==> src/rtl/serial_negator_array_pkg.sv <==
// Shared definitions for the serial two's-complement converter: lane state
// encoding and the bit-counter width helper.
package serial_negator_array_pkg;

  typedef enum logic {
    COPY   = 1'b0,
    INVERT = 1'b1
  } lane_state_e;

  // Width of a counter spanning 0..w-1; never narrower than one bit.
  function automatic int cnt_width(input int w);
    return (w <= 2) ? 1 : $clog2(w);
  endfunction

endpackage

==> src/rtl/serial_negator_array_lane.sv <==
// One lane of the serial negator: COPY/INVERT FSM, per-word mode register,
// and the combinational output bit / overflow flag for the current input bit.
module serial_negator_lane
  import serial_negator_array_pkg::*;
(
  input  logic clk,
  input  logic reset,
  input  logic sync_clr,
  input  logic in_valid,
  input  logic first,
  input  logic last,
  input  logic in_bit,
  input  logic negate,
  output logic out_bit,
  output logic ovf,
  output logic state_dbg
);

  lane_state_e state_q, state_d;
  logic        mode_q, mode_d;
  logic        mode_eff;

  always_ff @(posedge clk or negedge reset) begin
    if (!reset) begin
      state_q <= COPY;
      mode_q  <= 1'b0;
    end else begin
      state_q <= state_d;
      mode_q  <= mode_d;
    end
  end

  always_comb begin
    state_d  = state_q;
    mode_d   = mode_q;
    // Bit 0 must already act on the new word's mode, before the latch updates.
    mode_eff = first ? negate : mode_q;
    out_bit  = (mode_eff && (state_q == INVERT)) ? ~in_bit : in_bit;
    ovf      = mode_eff && (state_q == COPY) && last && in_bit;

    if (sync_clr) begin
      state_d = COPY;
    end else if (in_valid) begin
      if (first) mode_d = negate;
      if (last) begin
        state_d = COPY;
      end else if (in_bit) begin
        state_d = INVERT;
      end
    end
  end

  assign state_dbg = state_q;

endmodule

==> src/rtl/serial_negator_array.sv <==
// Multi-lane LSB-first serial converter: each lane passes or negates WIDTH-bit
// words, with shared word framing and registered outputs (1-cycle latency).
module serial_negator_array
  import serial_negator_array_pkg::*;
#(
  parameter int WIDTH    = 8,
  parameter int CHANNELS = 1
) (
  input  logic                clk,
  input  logic                reset,
  input  logic                sync_clr,
  input  logic                in_valid,
  input  logic [CHANNELS-1:0] in_bit,
  input  logic [CHANNELS-1:0] negate,
  output logic                out_valid,
  output logic [CHANNELS-1:0] out_bit,
  output logic                out_last,
  output logic [CHANNELS-1:0] ovf,
  output logic [CHANNELS-1:0] dbg_lane_state
);

  localparam int CW = cnt_width(WIDTH);

  logic [CW-1:0]       bit_cnt_q, bit_cnt_d;
  logic                out_valid_q, out_valid_d;
  logic                out_last_q, out_last_d;
  logic [CHANNELS-1:0] out_bit_q, out_bit_d;
  logic [CHANNELS-1:0] ovf_q, ovf_d;
  logic [CHANNELS-1:0] lane_out, lane_ovf;
  logic                first, last, accept;

  assign first  = (bit_cnt_q == '0);
  assign last   = (bit_cnt_q == CW'(WIDTH - 1));
  assign accept = in_valid && !sync_clr;

  for (genvar i = 0; i < CHANNELS; i++) begin : g_lane
    serial_negator_lane u_lane (
      .clk       (clk),
      .reset     (reset),
      .sync_clr  (sync_clr),
      .in_valid  (in_valid),
      .first     (first),
      .last      (last),
      .in_bit    (in_bit[i]),
      .negate    (negate[i]),
      .out_bit   (lane_out[i]),
      .ovf       (lane_ovf[i]),
      .state_dbg (dbg_lane_state[i])
    );
  end

  always_ff @(posedge clk or negedge reset) begin
    if (!reset) begin
      bit_cnt_q   <= '0;
      out_valid_q <= 1'b0;
      out_last_q  <= 1'b0;
      out_bit_q   <= '0;
      ovf_q       <= '0;
    end else begin
      bit_cnt_q   <= bit_cnt_d;
      out_valid_q <= out_valid_d;
      out_last_q  <= out_last_d;
      out_bit_q   <= out_bit_d;
      ovf_q       <= ovf_d;
    end
  end

  always_comb begin
    bit_cnt_d   = bit_cnt_q;
    out_valid_d = accept;
    out_last_d  = accept && last;
    out_bit_d   = out_bit_q;
    ovf_d       = '0;

    if (sync_clr) begin
      bit_cnt_d = '0;
      out_bit_d = '0;
    end else if (in_valid) begin
      bit_cnt_d = last ? '0 : bit_cnt_q + CW'(1);
      out_bit_d = lane_out;
      if (last) ovf_d = lane_ovf;
    end
  end

  assign out_valid = out_valid_q;
  assign out_last  = out_last_q;
  assign out_bit   = out_bit_q;
  assign ovf       = ovf_q;

endmodule

==> config.mk <==
export PLATFORM = sky130hd
export DESIGN_NAME = serial_negator_array
export DESIGN_NICKNAME = d
export VERILOG_FILES = /design/src/rtl/serial_negator_array_pkg.sv /design/src/rtl/serial_negator_array_lane.sv /design/src/rtl/serial_negator_array.sv
export SDC_FILE = /design/constraint.sdc
export NUM_CORES = 1
export LEC_CHECK = 0
export BUFFER_PORTS_ARGS = -buffer_cell sky130_fd_sc_hd__buf_2
export CAP_MARGIN = 40
export CORE_AREA = 2 2 39 41
export DETAILED_ROUTE_END_ITERATION = 8
export DIE_AREA = 0 0 41 43
export GPL_TIMING_DRIVEN = 1
export PLACE_DENSITY = 0.59
export SLEW_MARGIN = 20
export SYNTH_ARGS = -nofsm -noshare
export SYNTH_HDL_FRONTEND = slang
export SYNTH_SLANG_ARGS = --single-unit
==> constraint.sdc <==
create_clock -name clk -period 3.3 [get_ports clk]
set_input_delay 0.66 -clock clk [delete_from_list [all_inputs] [get_ports clk]]
set_output_delay 0.66 -clock clk [all_outputs]
set_load 0.05 [all_outputs]
Word-level counts from Yosys, hierarchy flattened --
Index checks and enable logic that the tools add are counted.
Word-level totals: register bits after elaboration 9, bits in latches 0, bits in writable memories 0, bits in read-only memories 0, bits of input ports 6, output and inout bits 5, word-level logic and storage cells 38, memories 0
Operators by class: add/subtract/negate cells 1, $mul 0, divide/modulo/power cells 0, $lt $le $gt $ge 0, equality and inequality tests 1, shift-type cells 0, multiplexer cells 14, bitwise gates (word level) 3, reduce and logical (&&, ||, !) cells 12
Operators with widths (count):
- 2-to-1 mux 1 bit | 11
- 2-to-1 mux 3 bit | 3
- logical AND 1 bit | 6
- AND reduction 2 bit | 2
- adder 3 x 1 -> 3 bit, second input constant | 1
- equality test 3 bit, second input constant | 1
- logical NOT 3 bit | 1
- inverter 1 bit | 3
- nonzero test 3 bit | 1
- nonzero test 2 bit | 1
- logical NOT 1 bit | 1

Longest topological paths before layout --
word-level depth 8, depth in mapped cells 5, mapped depth without buffers 5

Cells and area by module --
A second synthesis with hierarchy kept.
Second synthesis, totals: cell total of the unflattened synthesis 37, area total of the unflattened synthesis 444.2 µm²
Modules (own cells, without submodules):
- serial_negator_array | instances 1, cells an instance 26, area an instance 329.1 µm², seq. area each 175.2 µm²
- serial_negator_lane | instances 1, cells an instance 11, area an instance 115.1 µm², seq. area each 50.0 µm²

Worst setup path before layout --
No wires, ideal clock.
path kind input to register, from in in_valid, to reg ovf_q (netlist: ovf), setup time 0.146 ns, data arrival time 1.252 ns, required time 3.154 ns, slack 1.901 ns, stages 4, path buffers 1, path through buf_4 > and2b_4 > and2_4 > nor4b_2
On the way: cells in the longest elaborated chain, start to end 2
RTL lines:
- start, declared | RTL line serial_negator_array.sv:12 | input logic in_valid,
- 2-to-1 mux 1 bit | RTL line serial_negator_array.sv:78 | end else if (in_valid) begin
- 2-to-1 mux 1 bit | RTL line serial_negator_array.sv:75 | if (sync_clr) begin
- named net ovf_d | RTL line serial_negator_array.sv:28 | logic [CHANNELS-1:0] ovf_q, ovf_d;
- end signal, assigned | RTL line serial_negator_array.sv:64 | ovf_q <= ovf_d;
- end, declared | RTL line serial_negator_array.sv:28
The timed path passes the listed nets, and every way through them passes these cells. A chain may end at the register's enable or synchronous reset.

Final worst setup path --
from reg g_lane[0].u_lane.state_q, to out dbg_lane_state
RTL lines:
- start, declared | RTL line serial_negator_array_lane.sv:19 | lane_state_e state_q, state_d;
- start signal, assigned | RTL line serial_negator_array_lane.sv:28 | state_q <= state_d;
- end, declared | RTL line serial_negator_array.sv:19 | output logic [CHANNELS-1:0] dbg_lane_state
No word-level cell between the ends.

==> flow_metrics.py <==
metrics = {
    "pwr": {
        "leakage_nw": 0.283,
        "powerDensity_nw_per_um2": 458,
        "max-vdd-ir-drop_mv": 0.233,
        "total_power_mw": 0.253,
    },
    "routing": {
        "drt_first_pass_iters": 2,
        "drcViolationCount": 0,
        "drtIter0Drc": 4,
        "wl_per_cell_um": 12.0,
        "vias_per_cell": 4.78,
        "finalWirelength_um": 826,
        "vias": 330,
        "antenna_left": 0,
    },
    "synthesis": {
        "async_flop_share_pct": 100,
        "ys.flop_type": "dfrtp_1",
        "syn_avg_cell_area_um2": 11.6,
        "synth_top_cell_area_share_pct": 48.5,
        "synthTopCellsByCount": "dfrtp_1, nor2_1",
        "yosys_warnings": 0,
        "synthCells": 40,
        "yosysUniqueCellTypes": 20,
        "synth.most_common_cell": "dfrtp_1",
        "synth_area_leaders": "dfrtp_1, ha_1, mux2i_1",
        "syn_area_um2": 464,
        "seq_area_frac_synth_pct": 48.5,
        "syn_nets": 49,
        "synth_area_leader_cell": "dfrtp_1",
        "synth-edff-count": 0,
        "synth-seq-cells": 9,
    },
    "finish": {
        "diodes": 0,
        "drive_gt1_share_pct": 34.0,
        "fin_area_um2": 553,
        "area_growth_pct": 19.1,
        "stdcell_count": 69,
        "nets": 63,
    },
    "timing": {
        "tightest_slew_ps": 282,
        "slew_viol_final": 0,
        "period_needed_ps": 1640,
        "fin_worst_skew_ps": 8.43,
        "finalSetupTns_ps": 0,
        "rsz0062_at_grt": "false",
        "period_share_pct": 49.7,
        "hold_viol_final": 0,
        "slew_headroom_pct": 81.1,
        "final-setup-viol-count": 0,
        "timing.hold.ws_ps": 229,
        "fmax_mhz": 609,
    },
    "worst_setup_path": {
        "cp_slowest_cell": "dfrtp_1",
        "path_cells": "buf_2",
        "worst_ep_arrival_time_ps": 980,
        "cpPeakStageDelay_ps": 420,
        "crit_type": "flop to primary output",
        "required_ps": 2640,
        "end_kind": "primary output",
        "crit_family": "flip-flops",
        "cp.buffers_inverters": 1,
        "cp-start-kind": "flop",
        "cp_max_fo": 5,
    },
    "placement": {
        "place_area_um2": 527,
        "dpl.cell_count": 65,
        "dpl.hpwl_um": 616,
        "gp_congestion": 0.739,
        "io_buffers": 10,
    },
    "global_route": {
        "grt_max_degree": 10,
        "grt_pass1_wl_mm": 1.39,
        "grt_usage_pct": 12.7,
        "antenna_found_initial": 0,
        "globalRoute.totalOverflow": 0,
        "grt_pass1_vias": 321,
    },
    "clocking": {
        "postCtsSetupBuffers": 0,
        "cts_buffers": 3,
        "clockBufferDepth": 2,
        "cts_resized": 0,
        "cts_tree": "built",
        "clk_latency_ps": 270,
        "path_clk_slew_ps": 70,
        "cts_hold_buf": 0,
        "cts_num_sinks": 9,
        "root_buffer": "clkbuf_4",
        "h-tree-depth": 1,
    },
    "flow_run": {
        "drv_cap": 0,
    },
    "floorplanning": {
        "start_util_pct": 33.5,
        "row_count": 14,
        "core_um2": 1380,
        "ios": 11,
        "dieArea_um2": 1760,
        "die_w_um": 41,
        "die_y_um": 43,
    },
    "hold_path": {
        "min_path_type": "input port to asynchronous set/reset pin",
    },
    "status": {
        "status": "finished, final reports clean",
    },
}
[metrics by stage]
step | util [%] | setup WS [ps]
floorplan | - | 1900
global placement | 38.1 | 1830
detailed placement | 38.1 | 1800
CTS | 40.0 | 1640
global route | 40.0 | 1610
finish | 40.0 | 1660
[cells by family after synthesis]
logic type	after synthesis	share of synthesized area (%)
fa+ha+maj	3	8.09
flops	9	48.5
mux	3	6.47
buf+inv	4	4.04
simple gates	14	21.3
compound gates	7	11.6
[registers in the layout, summed over array words and instances, names as in the netlist]
name,flops
ovf,1
bit_cnt_q,3
out_valid,1
g_lane.u_lane.mode_q,1
out_bit,1
out_last,1
g_lane.u_lane.state_dbg,1
[cell type report]
cell class | count | area (um^2)
Multi-Input combinational cell | 27 | 220
Fill cell | 142 | 831
Clock buffer | 4 | 26.3
Tap cell | 16 | 20.0
Inverter | 3 | 11.3
Timing Repair Buffer | 10 | 50.0
Sequential cell | 9 | 225
[cell usage in the layout, fill, tap and decap left out, types with 3 or more instances in the layout]
cell / count
a21oi_1: 3
buf_2: 10
clkbuf_4: 3
dfrtp_1: 9
ha_1: 3
inv_1: 3
mux2i_1: 3
nor2_1: 5
[per-layer routing]
metal	routed length, um	vias to the layer above	track usage (%)
met4	12	0	10.0
met1	367	151	15.3
met5	0	-	0
met3	53	2	4.71
li1	-	166	-
met2	393	11	17.2
[worst paths after layout]
kind / start / end / slack [ps] / cells past startpoint
setup reg to reg: bit_cnt_q[0] / out_bit / 1860 / 5
hold reg to reg: g_lane[0].u_lane.state_dbg / ovf / 530 / 1
max in group asynchronous: reset / bit_cnt_q[1] / 2880 / 1
min in group clk: g_lane[0].u_lane.state_dbg / ovf / 530 / 1
setup / recovery: g_lane[0].u_lane.state_dbg / dbg_lane_state / 1660 / 1
hold / removal: reset / out_bit / 230 / 1
[where the power goes]
part           internal (mW)  switching (mW)
clock                 0.0467          0.0408
sequential             0.117         0.00568
combinational         0.0171          0.0261
Power figures use the tool's default switching activity.
